===== config.mk =====
export PLATFORM = sky130hd
export DESIGN_NAME = param_seq_alu_flat
export DESIGN_NICKNAME = d
export VERILOG_FILES = /design/src/rtl/param_seq_alu_if.sv /design/src/rtl/param_seq_alu.sv /design/src/flat_wrapper.sv
export SDC_FILE = /design/constraint.sdc
export NUM_CORES = 1
export LEC_CHECK = 0
export BUFFER_PORTS_ARGS = -buffer_cell sky130_fd_sc_hd__buf_2
export CAP_MARGIN = 20
export CORE_AREA = 2 2 124 126
export CTS_CLUSTER_SIZE = 24
export DETAILED_ROUTE_END_ITERATION = 6
export DIE_AREA = 0 0 126 128
export PLACE_DENSITY = 0.7
export REMOVE_ABC_BUFFERS = 1
export SLEW_MARGIN = 20
export SYNTH_ARGS = -nofsm -noshare
export SYNTH_HDL_FRONTEND = slang
export SYNTH_SLANG_ARGS = --single-unit

===== constraint.sdc =====
create_clock -name clk -period 3.84 [get_ports clk]
set_input_delay 0 -clock clk [delete_from_list [all_inputs] [get_ports clk]]
set_output_delay 0 -clock clk [all_outputs]
set_load 0.01 [all_outputs]

===== src/rtl/param_seq_alu_if.sv =====
// Request/response bundle for param_seq_alu.
//   Request side : in_valid, in_ready, alu_ctrl, dport1, dport2
//   Response side: out_valid, out_ready, alu_out, flags {N,Z,C,V}, illegal_op
// master = the requester/consumer; slave = the ALU.
interface param_seq_alu_if #(
  parameter int WIDTH = 16
);
  logic             in_valid;
  logic             in_ready;
  logic [3:0]       alu_ctrl;
  logic [WIDTH-1:0] dport1;
  logic [WIDTH-1:0] dport2;
  logic             out_valid;
  logic             out_ready;
  logic [WIDTH-1:0] alu_out;
  logic [3:0]       flags;
  logic             illegal_op;

  modport master (
    output in_valid, alu_ctrl, dport1, dport2, out_ready,
    input  in_ready, out_valid, alu_out, flags, illegal_op
  );

  modport slave (
    input  in_valid, alu_ctrl, dport1, dport2, out_ready,
    output in_ready, out_valid, alu_out, flags, illegal_op
  );
endinterface


===== src/rtl/param_seq_alu.sv =====
// Sequential ALU with a valid/ready request and a valid/ready result.
// Single-cycle ops (ADD, SUB, AND, OR, XOR, NOT, illegal, zero-length
// shifts) finish one cycle after acceptance; shifts move one bit per cycle
// and MUL is an unsigned shift-add taking WIDTH cycles.
// Ports:
//   clk   - rising-edge clock
//   rst_n - synchronous active-low reset
//   bus   - param_seq_alu_if slave modport (request, result, flags)
module param_seq_alu #(
  parameter int WIDTH = 16,
  parameter int SHW   = $clog2(WIDTH)
) (
  input logic            clk,
  input logic            rst_n,
  param_seq_alu_if.slave bus
);
  localparam int CW = $clog2(WIDTH) + 1;

  typedef enum logic [1:0] {IDLE, BUSY, DONE} state_e;
  typedef enum logic [3:0] {
    OP_ADD = 4'd0, OP_SUB = 4'd1, OP_AND = 4'd2, OP_OR  = 4'd3, OP_XOR = 4'd4,
    OP_NOT = 4'd5, OP_SLA = 4'd6, OP_SRA = 4'd7, OP_SRL = 4'd8, OP_MUL = 4'd9
  } op_e;

  state_e             state_q, state_d;
  op_e                op_q, op_d;
  logic [WIDTH-1:0]   a_q, a_d;        // operand A, doubles as shift register
  logic [2*WIDTH-1:0] prod_q, prod_d;  // {partial sum, remaining multiplier}
  logic [CW-1:0]      cnt_q, cnt_d;
  logic [WIDTH-1:0]   res_q, res_d;
  logic [3:0]         flags_q, flags_d;
  logic               ill_q, ill_d;

  logic [WIDTH:0]     sum_w, diff_w, mul_sum;
  logic [SHW-1:0]     sh_amt;
  logic [WIDTH-1:0]   r;
  logic               c, v, c_sh, finish;

  assign sum_w   = {1'b0, bus.dport1} + {1'b0, bus.dport2};
  assign diff_w  = {1'b0, bus.dport1} - {1'b0, bus.dport2};
  assign sh_amt  = bus.dport2[SHW-1:0];
  // One shift-add step: add A to the upper half when the current multiplier
  // bit is set, then shift the whole product register right.
  assign mul_sum = {1'b0, prod_q[2*WIDTH-1:WIDTH]} + (prod_q[0] ? {1'b0, a_q} : '0);

  // NOTE: every _d and temporary gets a default before any branch so no
  // path leaves a signal unassigned (which would infer a latch).
  always_comb begin
    state_d = state_q;
    op_d    = op_q;
    a_d     = a_q;
    prod_d  = prod_q;
    cnt_d   = cnt_q;
    res_d   = res_q;
    flags_d = flags_q;
    ill_d   = ill_q;
    r       = '0;
    c       = 1'b0;
    v       = 1'b0;
    c_sh    = 1'b0;
    finish  = 1'b0;

    unique case (state_q)
      IDLE: begin
        if (bus.in_valid) begin
          op_d   = op_e'(bus.alu_ctrl);
          a_d    = bus.dport1;
          finish = 1'b1;
          ill_d  = 1'b0;
          case (op_e'(bus.alu_ctrl))
            OP_ADD: begin
              r = sum_w[WIDTH-1:0];
              c = sum_w[WIDTH];
              v = (bus.dport1[WIDTH-1] == bus.dport2[WIDTH-1]) &&
                  (sum_w[WIDTH-1] != bus.dport1[WIDTH-1]);
            end
            OP_SUB: begin
              r = diff_w[WIDTH-1:0];
              c = diff_w[WIDTH];  // borrow out of the unsigned subtract
              v = (bus.dport1[WIDTH-1] != bus.dport2[WIDTH-1]) &&
                  (diff_w[WIDTH-1] != bus.dport1[WIDTH-1]);
            end
            OP_AND: r = bus.dport1 & bus.dport2;
            OP_OR:  r = bus.dport1 | bus.dport2;
            OP_XOR: r = bus.dport1 ^ bus.dport2;
            OP_NOT: r = ~bus.dport1;
            OP_SLA, OP_SRA, OP_SRL: begin
              if (sh_amt == '0) begin
                r = bus.dport1;
              end else begin
                finish  = 1'b0;
                cnt_d   = CW'(sh_amt);
                state_d = BUSY;
              end
            end
            OP_MUL: begin
              finish  = 1'b0;
              prod_d  = {{WIDTH{1'b0}}, bus.dport2};
              cnt_d   = CW'(WIDTH);
              state_d = BUSY;
            end
            default: ill_d = 1'b1;  // result 0 yields flags 4'b0100
          endcase
        end
      end

      BUSY: begin
        cnt_d = cnt_q - CW'(1);
        case (op_q)
          OP_SLA: begin a_d = {a_q[WIDTH-2:0], 1'b0};    c_sh = a_q[WIDTH-1]; end
          OP_SRA: begin a_d = {a_q[WIDTH-1], a_q[WIDTH-1:1]}; c_sh = a_q[0]; end
          OP_SRL: begin a_d = {1'b0, a_q[WIDTH-1:1]};    c_sh = a_q[0]; end
          OP_MUL: prod_d = {mul_sum, prod_q[WIDTH-1:1]};
          default: ;
        endcase
        if (cnt_q == CW'(1)) begin
          finish = 1'b1;
          if (op_q == OP_MUL) begin
            r = prod_d[WIDTH-1:0];
            c = |prod_d[2*WIDTH-1:WIDTH];
          end else begin
            r = a_d;
            c = c_sh;
          end
        end
      end

      DONE: begin
        if (bus.out_ready) state_d = IDLE;
      end

      default: state_d = IDLE;
    endcase

    if (finish) begin
      state_d = DONE;
      res_d   = r;
      flags_d = {r[WIDTH-1], ~|r, c, v};
    end
  end

  // NOTE: state registers use non-blocking assignments so every flop samples
  // the same pre-edge values regardless of process ordering.
  always_ff @(posedge clk) begin
    if (!rst_n) begin
      state_q <= IDLE;
      op_q    <= OP_ADD;
      a_q     <= '0;
      prod_q  <= '0;
      cnt_q   <= '0;
      res_q   <= '0;
      flags_q <= '0;
      ill_q   <= 1'b0;
    end else begin
      state_q <= state_d;
      op_q    <= op_d;
      a_q     <= a_d;
      prod_q  <= prod_d;
      cnt_q   <= cnt_d;
      res_q   <= res_d;
      flags_q <= flags_d;
      ill_q   <= ill_d;
    end
  end

  // Gated by rst_n so the requester never sees ready while reset is held.
  assign bus.in_ready   = (state_q == IDLE) && rst_n;
  assign bus.out_valid  = (state_q == DONE);
  assign bus.alu_out    = res_q;
  assign bus.flags      = flags_q;
  assign bus.illegal_op = ill_q;
endmodule


===== src/flat_wrapper.sv =====
// flat-port wrapper written by rule: the top's interface ports become plain ports
module param_seq_alu_flat 
#(
  parameter int WIDTH = 16,
  parameter int SHW   = $clog2(WIDTH)
)
  (clk, rst_n, bus_in_valid, bus_alu_ctrl, bus_dport1, bus_dport2, bus_out_ready, bus_in_ready, bus_out_valid, bus_alu_out, bus_flags, bus_illegal_op);
  param_seq_alu_if #(.WIDTH(WIDTH)) bus_i ();
  input logic clk;
  input logic rst_n;
  input wire logic [$bits(bus_i.in_valid)-1:0] bus_in_valid;
  input wire logic [$bits(bus_i.alu_ctrl)-1:0] bus_alu_ctrl;
  input wire logic [$bits(bus_i.dport1)-1:0] bus_dport1;
  input wire logic [$bits(bus_i.dport2)-1:0] bus_dport2;
  input wire logic [$bits(bus_i.out_ready)-1:0] bus_out_ready;
  output wire logic [$bits(bus_i.in_ready)-1:0] bus_in_ready;
  output wire logic [$bits(bus_i.out_valid)-1:0] bus_out_valid;
  output wire logic [$bits(bus_i.alu_out)-1:0] bus_alu_out;
  output wire logic [$bits(bus_i.flags)-1:0] bus_flags;
  output wire logic [$bits(bus_i.illegal_op)-1:0] bus_illegal_op;
  assign bus_i.in_valid = bus_in_valid;
  assign bus_i.alu_ctrl = bus_alu_ctrl;
  assign bus_i.dport1 = bus_dport1;
  assign bus_i.dport2 = bus_dport2;
  assign bus_i.out_ready = bus_out_ready;
  assign bus_in_ready = bus_i.in_ready;
  assign bus_out_valid = bus_i.out_valid;
  assign bus_alu_out = bus_i.alu_out;
  assign bus_flags = bus_i.flags;
  assign bus_illegal_op = bus_i.illegal_op;
  param_seq_alu #(.WIDTH(WIDTH), .SHW(SHW)) u_core (.clk(clk), .rst_n(rst_n), .bus(bus_i));
endmodule

==> impl_metrics.sql <==
INSERT INTO impl_metrics (metric_group, metric, value, unit) VALUES
('global_route', 'grt_antenna_before_repair', '0', ''),
('global_route', 'grt_max_degree', '62', ''),
('timing', 'fmax', '284', 'MHz'),
('routing', 'vias_per_cell', '6.76', ''),
('routing', 'drt_iter0_markers', '1200', ''),
('yosys', 'ys_seq_elements', '79', ''),
('routing', 'post_drt_wl_per_cell', '20.4', 'µm'),
('yosys', 'yosys-top-cells-area', 'sky130_fd_sc_hd__dfxtp_1 20%, sky130_fd_sc_hd__ha_1 11%, sky130_fd_sc_hd__a21oi_1 5.9%', ''),
('clock_network', 'cts_post_setup_buffers_inserted', '0', ''),
('place', 'post_dp_area', '8410', 'µm²'),
('die', 'initial_utilization', '0.538', ''),
('pwr', 'static-leakage-power', '3.54', 'nW'),
('worst_setup_path', 'reg2reg_setup_slack', '0.32', 'ns'),
('worst_setup_path', 'worst_r2r_startpoint', 'u_core.a_q[0]', ''),
('yosys', 'synth_top_cell_area_share', '0.198', ''),
('timing', 'timing.final.max_slew_violations', '0', ''),
('timing', 'post-route-period-util', '0.917', ''),
('yosys', 'number_of_enable_flip_flop_cells_after_synthesis', '0', ''),
('yosys', 'yosys_most_used_dff', 'sky130_fd_sc_hd__dfxtp_1', ''),
('cells_and_area', 'post_layout_inst_area', '8710', 'µm²'),
('yosys', 'yosys_warnings', '0', ''),
('flow_run', 'max_cap_viol_count', '0', ''),
('worst_setup_path', 'cp_cell_sequence', 'and2_1, ha_1, inv_1, fa_1, nor2b_1, o31a_1, o21ai_0, a21boi_0, o211ai_1, a2111oi_0, o2111ai_1, nor4_1, o2bb2ai_1', ''),
('worst_setup_path', 'critical_path.max_stage_delay', '0.51', 'ns'),
('place', 'dp.final_hpwl', '19600', 'µm'),
('die', 'die_x', '126', 'µm'),
('timing', 'setup-violations-final', '0', ''),
('die', 'core_area', '14900', 'µm²'),
('worst_setup_path', 'critical_path_peak_fanout', '8', ''),
('yosys', 'yosys.cell_count.top_type', 'sky130_fd_sc_hd__nor2_1', ''),
('timing', 'clock_skew', '0.00638', 'ns'),
('worst_setup_path', 'critical_path.slowest_cell', 'sky130_fd_sc_hd__a2111oi_0', ''),
('place', 'routabilityCongestion', '0.980', ''),
('yosys', 'synth_seq_area_share', '0.198', ''),
('worst_setup_path', 'reg2reg_to', 'u_core.bus.flags[1]', ''),
('yosys', 'synth.largest_area_cell', 'sky130_fd_sc_hd__dfxtp_1', ''),
('clock_network', 'clock_insertion_delay_worst_skew', '0.34', 'ns'),
('worst_setup_path', 'critical_path_source_type', 'flop', ''),
('routing', 'drt.antenna.violating_nets', '0', ''),
('timing', 'tightest_slew', '1.05', 'ns'),
('timing', 'tns', '0', 'ns'),
('yosys', 'post_synth.cell_area_avg', '7.22', 'µm²'),
('routing', 'wl_met2', '11800', 'µm'),
('yosys', 'post_synth_num_cell_types', '83', ''),
('outcome', 'outcome', 'finished clean', ''),
('routing', 'vias', '8913', ''),
('clock_network', 'cts.root.buffer_cell', 'sky130_fd_sc_hd__clkbuf_16', ''),
('die', 'top_level_ports', '63', ''),
('worst_setup_path', 'worstSetupStartpoint', 'u_core.a_q[0]', ''),
('yosys', 'syn_inst', '1108', ''),
('cells_and_area', 'fillCellCount', '1434', ''),
('clock_network', 'clock_sink_count', '79', ''),
('place', 'place.detailed.instances', '1302', ''),
('routing', 'postRouteWirelength', '26900', 'µm'),
('cells_and_area', 'antennaDiodeCount', '0', ''),
('yosys', 'synth_area', '8000', 'µm²'),
('routing', 'met3WireLength', '2620', 'µm'),
('clock_network', 'clk_transition_reported_paths', '0.06', 'ns'),
('cells_and_area', 'final_cells', '1319', ''),
('pwr', 'ir_drop', '0.278', 'mV'),
('worst_setup_path', 'worstSetupEndpointType', 'flop', ''),
('worst_setup_path', 'setup.worst_path.end', 'u_core.bus.flags[1]', ''),
('global_route', 'vias_in_the_first_global_route', '7933', ''),
('clock_network', 'htree_levels', '3', ''),
('global_route', 'grt_pass1_wl', '42300', 'µm'),
('routing', 'highest-signal-layer', 'met4', ''),
('worst_setup_path', 'arrival', '3.74', 'ns'),
('hold_path', 'hold_path.class', 'input port to flop', ''),
('cells_and_area', 'design.final.nets', '1239', ''),
('yosys', 'synth_common_cells', '124 x sky130_fd_sc_hd__nor2_1, 97 x sky130_fd_sc_hd__nand2_1, 95 x sky130_fd_sc_hd__a21oi_1', ''),
('timing', 'period_minus_slack', '3.52', 'ns');
==> worst max-delay path, delay by kind of cell, from the launching register on <==
family,cells,cell delay (ns)
flip-flops,1,0.49
buffers and inverters,1,0.06
AND/OR/NAND/NOR,3,0.60
adder cells (fa/ha/maj),2,0.60
AO/OA/AOI/OAI,7,1.64
==> cells in the final DEF, fill, tap and decap left out, types with 11 or more instances in the layout <==
cell type                  synthesis  layout
sky130_fd_sc_hd__nand2_1          97      97
sky130_fd_sc_hd__mux2i_1          17      17
sky130_fd_sc_hd__a21oi_1          95      95
sky130_fd_sc_hd__buf_4             1      18
sky130_fd_sc_hd__a22oi_1          24      24
sky130_fd_sc_hd__o211ai_1         12      12
sky130_fd_sc_hd__and2_1           22      22
sky130_fd_sc_hd__dfxtp_1          79      78
sky130_fd_sc_hd__o21ai_0          65      65
sky130_fd_sc_hd__ha_1             69      69
sky130_fd_sc_hd__nand3_1          28      28
sky130_fd_sc_hd__a221oi_1         20      20
sky130_fd_sc_hd__inv_1            65      65
sky130_fd_sc_hd__a21o_1           11      11
sky130_fd_sc_hd__buf_2            12      62
sky130_fd_sc_hd__a31oi_1          16      16
sky130_fd_sc_hd__o21a_1           15      15
sky130_fd_sc_hd__a211oi_1         16      16
sky130_fd_sc_hd__o22ai_1          15      15
sky130_fd_sc_hd__nor2b_1          11      11
sky130_fd_sc_hd__o221ai_1         19      19
sky130_fd_sc_hd__nand2b_1         12      12
sky130_fd_sc_hd__nor3_1           18      18
sky130_fd_sc_hd__nor2_1          124     124
==> worst min path at each step <==
| stage | from | endpoint | slack (ns) | depth (start not counted) |
|---|---|---|---|---|
| CTS | bus_dport2[15] | u_core.prod_q[15] | 0.0004 | 3 |
| finish | bus_dport2[15] | u_core.prod_q[15] | 0.008 | 3 |
| global placement | bus_out_ready | u_core.state_q[1] | 0.27 | 3 |
| floorplan | rst_n | u_core.bus.flags[1] | 0.12 | 1 |
| detailed placement | bus_out_ready | u_core.state_q[1] | 0.28 | 3 |
| global route | bus_dport1[9] | u_core.a_q[9] | 0.02 | 3 |
==> cells by family after synthesis <==
logic type,count (synthesis),synth area share
mux,18,0.0227
simple gates,384,0.236
xor+xnor,18,0.0197
flops,79,0.198
compound gates,397,0.340
fa+ha+maj,72,0.115
buf+inv,140,0.0681
==> routing by layer <==
layer / vias up / track usage
met1: 4166 / 0.456
met4: 0 / 0.107
met3: 78 / 0.0547
met2: 528 / 0.504
li1: 4141 / -
met5: - / 0
==> stage by stage <==
| step | power (W) | hold slack [ns] | setup slack [ns] | utilization |
|---|---|---|---|---|
| after floorplan | 0.00136 | 0.117 | -0.181 | - |
| after global placement | 0.00160 | 0.270 | 0.544 | 0.566 |
| after detailed placement | 0.00160 | 0.276 | 0.351 | 0.566 |
| after CTS | 0.00244 | 0.000449 | 0.319 | 0.586 |
| after global routing | 0.00256 | 0.0220 | 0.0533 | 0.586 |
| final | 0.00244 | 0.00826 | 0.319 | 0.586 |
==> registers in the layout (all words and copies together) (netlist names) <==
name and count:
u_core.a_q 16, u_core.bus.alu_out 15, u_core.bus.flags 4, u_core.bus.illegal_op 1, u_core.cnt_q 5, u_core.op_q 4, u_core.prod_q 32, u_core.state_q 2
==> cell type report <==
class                           instances  area, µm²  share of cell area
Inverter                               66        248              0.0284
Sequential cell                        79       1580               0.182
Tap cell                              188        235              0.0270
Timing Repair Buffer                   82        465              0.0534
Clock buffer                           12        267              0.0306
Clock inverter                          3       17.5             0.00201
Multi-Input combinational cell        889       5900               0.677
==> power breakdown <==
group | switching (W) | total, W | internal, W
clock | 0.000346 | 0.000831 | 0.000485
combinational | 0.000448 | 0.000708 | 0.000259
sequential | 0.0000507 | 0.000906 | 0.000855
total | 0.000845 | 0.00244 | 0.00160
==> what timing repair did <==
item	4_1_cts	5_1_grt
endpoints found under the hold margin	2	0
setup endpoints to repair	0	1
resized for setup	0	1
hold buffers	2	0
Power figures use the tool's default switching activity.
